$ cat src/rtl/pio_input_pkg.sv
// Shared field layout and helpers for the PIO input conditioner.
// The buttons_o word is described once here so the RTL and any consumer agree on it.
package pio_input_pkg;

  localparam int WORD_W         = 32;
  localparam int KEY_LANES      = 4;
  localparam int LVL_LSB        = 0;
  localparam int PRESS_LSB      = 4;
  localparam int REL_LSB        = 8;
  localparam int OVF_LSB        = 12;
  localparam int SEQ_LSB        = 16;
  localparam int SEQ_W          = 8;
  localparam int ACK_TOGGLE_BIT = 31;

  typedef struct packed {
    logic [7:0]           rsvd;
    logic [SEQ_W-1:0]     seq;
    logic [KEY_LANES-1:0] ovf;
    logic [KEY_LANES-1:0] rel;
    logic [KEY_LANES-1:0] press;
    logic [KEY_LANES-1:0] lvl;
  } buttons_t;

  // Never returns less than 1 so a counter of this width always exists.
  function automatic int clog2(input int value);
    int w;
    int v;
    w = 0;
    v = value - 1;
    while (v > 0) begin
      w = w + 1;
      v = v >> 1;
    end
    return (w < 1) ? 1 : w;
  endfunction

endpackage

$ cat src/rtl/debounce_cell.sv
// One input lane: 2-flop synchronizer, stability counter and accepted level.
// rise_o/fall_o are combinational and fire on the edge where the level is accepted.
module debounce_cell
  import pio_input_pkg::*;
#(
  parameter int DEBOUNCE_CYCLES = 1_000_000,
  parameter bit INVERT          = 1'b0
) (
  input  logic clk,
  input  logic reset_n,
  input  logic raw_i,
  output logic level_o,
  output logic rise_o,
  output logic fall_o
);

  localparam int              CNT_W    = clog2(DEBOUNCE_CYCLES);
  localparam logic [CNT_W-1:0] CNT_LAST = CNT_W'(DEBOUNCE_CYCLES - 1);

  logic             meta_q, meta_d;
  logic             sync_q, sync_d;
  logic             stable_q, stable_d;
  logic [CNT_W-1:0] cnt_q, cnt_d;
  logic             accept;

  always_comb begin
    meta_d   = raw_i ^ INVERT;
    sync_d   = meta_q;
    stable_d = stable_q;
    cnt_d    = '0;
    accept   = 1'b0;
    if (sync_q != stable_q) begin
      if (cnt_q == CNT_LAST) begin
        accept   = 1'b1;
        stable_d = sync_q;
      end else begin
        cnt_d = cnt_q + CNT_W'(1);
      end
    end
  end

  always_ff @(posedge clk or negedge reset_n) begin
    if (!reset_n) begin
      meta_q   <= 1'b0;
      sync_q   <= 1'b0;
      stable_q <= 1'b0;
      cnt_q    <= '0;
    end else begin
      meta_q   <= meta_d;
      sync_q   <= sync_d;
      stable_q <= stable_d;
      cnt_q    <= cnt_d;
    end
  end

  assign level_o = stable_q;
  assign rise_o  = accept & sync_q;
  assign fall_o  = accept & ~sync_q;

endmodule

$ cat src/rtl/pio_input_conditioner.sv
// Debounced keys and switches with sticky press/release/overflow flags,
// cleared by a toggle-handshake acknowledge word from the host.
module pio_input_conditioner
  import pio_input_pkg::*;
#(
  parameter int N_KEYS          = 4,
  parameter int N_SW            = 18,
  parameter int DEBOUNCE_CYCLES = 1_000_000
) (
  input  logic              clk,
  input  logic              reset_n,
  input  logic [N_KEYS-1:0] key_n_i,
  input  logic [N_SW-1:0]   sw_i,
  input  logic [31:0]       ack_word_i,
  output logic [31:0]       buttons_o,
  output logic [31:0]       switches_o,
  output logic              event_pending_o
);

  logic [N_KEYS-1:0]    key_lvl, key_rise, key_fall;
  logic [N_SW-1:0]      sw_lvl, sw_rise_unused, sw_fall_unused;
  logic [KEY_LANES-1:0] lvl_pad, rise_pad, fall_pad;

  for (genvar i = 0; i < N_KEYS; i++) begin : g_key
    debounce_cell #(
      .DEBOUNCE_CYCLES(DEBOUNCE_CYCLES),
      .INVERT         (1'b1)
    ) u_cell (
      .clk    (clk),
      .reset_n(reset_n),
      .raw_i  (key_n_i[i]),
      .level_o(key_lvl[i]),
      .rise_o (key_rise[i]),
      .fall_o (key_fall[i])
    );
  end

  for (genvar i = 0; i < N_SW; i++) begin : g_sw
    debounce_cell #(
      .DEBOUNCE_CYCLES(DEBOUNCE_CYCLES),
      .INVERT         (1'b0)
    ) u_cell (
      .clk    (clk),
      .reset_n(reset_n),
      .raw_i  (sw_i[i]),
      .level_o(sw_lvl[i]),
      .rise_o (sw_rise_unused[i]),
      .fall_o (sw_fall_unused[i])
    );
  end

  // Unused key lanes are tied off so their flags can never set.
  assign lvl_pad  = KEY_LANES'(key_lvl);
  assign rise_pad = KEY_LANES'(key_rise);
  assign fall_pad = KEY_LANES'(key_fall);

  logic [KEY_LANES-1:0] press_q, press_d;
  logic [KEY_LANES-1:0] rel_q, rel_d;
  logic [KEY_LANES-1:0] ovf_q, ovf_d;
  logic [SEQ_W-1:0]     seq_q, seq_d;
  logic                 ack_seen_q, ack_seen_d;
  logic                 pending_q, pending_d;
  logic                 ack_toggle;
  logic [KEY_LANES-1:0] clr_press, clr_rel, clr_ovf;

  always_comb begin
    ack_toggle = ack_word_i[ACK_TOGGLE_BIT] != ack_seen_q;
    ack_seen_d = ack_word_i[ACK_TOGGLE_BIT];
    clr_press  = ack_toggle ? ack_word_i[PRESS_LSB +: KEY_LANES] : '0;
    clr_rel    = ack_toggle ? ack_word_i[REL_LSB   +: KEY_LANES] : '0;
    clr_ovf    = ack_toggle ? ack_word_i[OVF_LSB   +: KEY_LANES] : '0;

    // A new event beats a same-cycle clear; a press that lands on a flag being
    // cleared counts as fresh, not as an overflow.
    press_d   = rise_pad | (press_q & ~clr_press);
    rel_d     = fall_pad | (rel_q & ~clr_rel);
    ovf_d     = (rise_pad & press_q & ~clr_press) | (ovf_q & ~clr_ovf);
    seq_d     = seq_q + SEQ_W'(|{rise_pad, fall_pad});
    pending_d = |{press_d, rel_d, ovf_d};
  end

  always_ff @(posedge clk or negedge reset_n) begin
    if (!reset_n) begin
      press_q    <= '0;
      rel_q      <= '0;
      ovf_q      <= '0;
      seq_q      <= '0;
      ack_seen_q <= 1'b0;
      pending_q  <= 1'b0;
    end else begin
      press_q    <= press_d;
      rel_q      <= rel_d;
      ovf_q      <= ovf_d;
      seq_q      <= seq_d;
      ack_seen_q <= ack_seen_d;
      pending_q  <= pending_d;
    end
  end

  buttons_t btn;

  always_comb begin
    btn       = '0;
    btn.lvl   = lvl_pad;
    btn.press = press_q;
    btn.rel   = rel_q;
    btn.ovf   = ovf_q;
    btn.seq   = seq_q;
  end

  assign buttons_o       = btn;
  assign switches_o      = WORD_W'(sw_lvl);
  assign event_pending_o = pending_q;

  logic unused_ack_bits;
  assign unused_ack_bits = ^{ack_word_i[30:16], ack_word_i[3:0]};

endmodule

$ cat config.mk
export PLATFORM = sky130hd
export DESIGN_NAME = pio_input_conditioner
export DESIGN_NICKNAME = d
export VERILOG_FILES = /design/src/rtl/pio_input_pkg.sv /design/src/rtl/debounce_cell.sv /design/src/rtl/pio_input_conditioner.sv
export SDC_FILE = /design/constraint.sdc
export NUM_CORES = 1
export LEC_CHECK = 0
export ABC_AREA = 1
export BUFFER_PORTS_ARGS = -buffer_cell sky130_fd_sc_hd__buf_4
export CAP_MARGIN = 25
export CORE_MARGIN = 2
export CORE_UTILIZATION = 45
export CTS_CLUSTER_DIAMETER = 60
export CTS_CLUSTER_SIZE = 10
export DETAILED_ROUTE_END_ITERATION = 16
export SYNTH_ARGS = -nofsm -noshare
export SYNTH_HDL_FRONTEND = slang
export SYNTH_SLANG_ARGS = --single-unit
$ cat constraint.sdc
create_clock -name clk -period 6 [get_ports clk]
set_clock_uncertainty 0.1 [all_clocks]
set_input_delay 0.9 -clock clk [delete_from_list [all_inputs] [get_ports clk]]
set_output_delay 0.9 -clock clk [all_outputs]
set_load 0.005 [all_outputs]
==> results by group <==
Clocking
  • Insertion delay to the later sink of the worst-skew pair: 590 ps
  • Post-CTS Hold Buffers: 0
  • Clock buffer count from CTS: 67
  • Worst-path clk slew: 60 ps
  • Clk root buf: clkbuf_16
  • CTS tree: built
  • Postcts setup bufs: 0
  • Post-CTS Resized: 0
  • Total clock sinks: 528
  • H-tree levels: 3
  • CTS max path bufs: 3

Layout
  • Most common cell after layout, fill and taps aside: nor2_1
  • N_diodes: 0
  • Fin nets: 3501
  • Layout cell share with drive strength beyond 1: roughly 9.7%
  • Synthesis-to-finish area growth: 12.2%
  • Fillers: roughly 5700
  • Core Util, Final: 50.8%
  • Commonest cells after routing, fill and taps aside: nor2_1 (611), dfrtp_1 (528), nand2_1 (518), inv_1 (428), nand3_1 (226)

Die
  • Die Area: 62500 sq um
  • IO Pins: 121
  • Starting Density: 45.3%
  • Die W: 250 microns
  • Die Ht: ~250 microns
  • Core ar.: 60100 sq um
  • # rows: 90

Yosys
  • Mux cell area share after synthesis: 0.496%
  • EDFF count, synth: 0
  • Synth Cell Area: 27200 sq um
  • Unique masters post-synth: 47
  • Synth Area in Simple Gates: 32.1%
  • Sequential element share of the synthesized area: just under 50%
  • Yosys warns: 0
  • Mapped Avg Cell Area: approximately 8.2 sq um
  • #FFs+latches synth: 528
  • Post-synthesis compound-gate area fraction: about 3.9%
  • Xor/xnor share of the synthesized area: 6.34%
  • Post-Syn Instances: 3302
  • Adder-cell share of the synthesized area: under 10%
  • Largest family of logic cells by synthesized area: simple AND/OR/NAND/NOR gates
  • Main synth FF type: dfrtp_1
  • Fraction of registers with async set/reset: 100%

STA
  • Finish-stage setup viols: 0
  • Slew headroom: 38.1%
  • Fmax: 0.401 GHz
  • TNS Setup: 0 ps
  • Worst-Margin Slew: 928 ps
  • Slew Viols, Final: 0
  • Fin crit period: ~2500 ps
  • RSZ-0062 raised after global routing: false
  • Period utilization: approximately two fifths
  • Final hold viol count: 0

Route
  • Vias per inst: 5.05
  • Final ANT Viol Nets: 0
  • Remaining routing DRC violations: 0
  • Via count: roughly 21000
  • Drt wl/cell: 12.9 microns
  • Initial DRC Count: roughly 1100
  • Final wirelength: 54400 microns
  • Initial DRT Pass Iterations: 5

GRT
  • Met2 Usage GRT: about 30%
  • GR Layer Usage met1: 23.4%
  • First-pass GRT wire length: a little under 100000 microns
  • Initial antenna violation count: 0
  • Largest net degree at the start of global routing: between 100 and 150
  • Met3 usage in global routing: 3.41%
  • Global Route Usage Sum: 17.9%
  • Gr busiest metal: met2
  • Number of global-route vias before repair: 21100
  • GRT overflow: 0

Power
  • Pleak: 13.9 nW
  • Worst VDD drop: 0.190 mV
  • Power Dens Cells: 249 nW/um^2

Job
  • # Max-Cap Violations: 0

Critical path
  • CP Capture Type: flop
  • CP arrival: 2890 ps
  • Critical path type: flop to flop
  • Crit Path Max Fanout: 4
  • CP startpoint kind: flop
  • WP data required: 6400 ps

Placement
  • Routability cong.: slightly below 0.9
  • Dpl hpwl: 38600 microns
  • Port bufs: 79

Status
  • Outcome: finished, final reports clean

Hold path
  • Min-delay worst type: flop to flop
-- per-stage QoR --
step | hold slack, ps | cell area, sq um | cells | power, mW | setup slack, ps
2_1_floorplan | 231 | 27300 | 3323 | 3.84 | 3860
3_3_place_gp | 232 | 28600 | 4134 | 3.96 | 3370
3_5_place_dp | 236 | 28600 | 4134 | 3.97 | 3310
4_1_cts | 246 | 30500 | 4224 | 7.76 | 3470
5_1_grt | 253 | 30500 | 4224 | 7.96 | 3180
6_report | 245 | 30500 | 4224 | 7.60 | 3510
-- critical path: stages, from the launching register on --
cell,delay [ps]
dfrtp_1,370
ha_1,230
nand2_1,80
nor2_1,160
nand3_1,90
nor3_1,140
nand2_1,110
o22ai_1,230
nor2_1,70
nand2_1,80
ha_1,180
ha_1,180
nand3_1,110
nor2_1,130
xor2_1,150
-- area by class of cell --
type                    instances  area [sq um]  area share (%)
multi-input cells            2294         12000            39.4
well taps                     782           978            3.20
repair buffers                 84           676            2.21
clock inverters                 9           110           0.361
inverters                     446          1670            5.48
flip-flops and latches        528         13200            43.3
clock buffers                  81          1860            6.10
-- registers in the layout (all words and copies together) (netlist names), 8 cells and up --
signal	cells
seq_q	8
g_sw.u_cell.cnt_q	360
g_sw.u_cell.meta_q	18
g_key.u_cell.cnt_q	80
g_sw.u_cell.level_o	18
g_sw.u_cell.sync_q	18
-- synth_stat cells (2+ instances only) --
cell      number  area share [%]
o31ai_1        2           0.055
dfrtp_1      528              49
inv_1        428             5.9
a21oi_1      103             1.9
ha_1          24             1.1
nor2_4        15            0.62
nor3_4        13            0.78
nor3_2        26            0.96
xnor2_1       60             1.9
inv_2         13            0.18
nor3b_1       30            0.83
nand4_2        8            0.37
nor3b_2        6            0.28
nand2_1      518             7.1
a31oi_1       17            0.39
xor2_1       137             4.4
nor2_2        37            0.85
nor3_1       187             3.4
nand2_2       17            0.39
and3_1        10            0.23
buf_2          8            0.15
buf_4         47             1.3
and3b_1        2           0.064
clkinv_1       5           0.069
a211oi_1       8            0.22
nor4_1        25            0.57
o21ai_0       40            0.74
o21a_1         7            0.19
a41oi_1        5            0.16
o21ai_1        2           0.037
nand4_1       84             1.9
nand3_1      226             4.2
mux2_2        12            0.50
nand3_2       13            0.48
nand3b_1      14            0.39
nor2_1       611             8.4
or2_2          4           0.092
-- worst paths after layout --
path	end	from	cells after the start	slack, ps
hold / removal	g_sw[0].u_cell.sync_q$_DFF_PN0_	g_sw[0].u_cell.meta_q$_DFF_PN0_	0	240
max in group asynchronous	g_sw[2].u_cell.cnt_q[9]$_DFF_PN0_	reset_n	2	4050
setup reg to reg	seq_q[6]$_DFF_PN0_	g_key[0].u_cell.cnt_q[0]$_DFF_PN0_	14	3510
hold reg to reg	g_sw[0].u_cell.sync_q$_DFF_PN0_	g_sw[0].u_cell.meta_q$_DFF_PN0_	0	240
setup / recovery	seq_q[6]$_DFF_PN0_	g_key[0].u_cell.cnt_q[0]$_DFF_PN0_	14	3510
min in group asynchronous	g_sw[16].u_cell.cnt_q[3]$_DFF_PN0_	reset_n	1	260
-- logic make-up after synthesis --
| logic type | after synthesis |
|---|---|
| AO/OA/AOI/OAI | 190 |
| XOR/XNOR | 197 |
| adder cells (fa/ha/maj) | 24 |
| buffers and inverters | 501 |
| flip-flops | 528 |
| multiplexers | 12 |
| other | 1 |
| AND/OR/NAND/NOR | 1849 |
-- per-layer routing --
metal | part of all wire [%] | up-vias
met5 | 0 | -
met4 | 2.0 | 0
met3 | 4.0 | 83
met2 | 47 | 321
met1 | 47 | 10100
li1 | - | 10800
-- report_power, final --
part | switching [mW] | internal [mW] | total, mW
clock | 1.45 | 2.25 | 3.70
sequential | 0.0369 | 3.62 | 3.65
combinational | 0.177 | 0.0707 | 0.248
total | 1.67 | 5.94 | 7.60
Note: power is estimated with default switching activity, not from simulation.
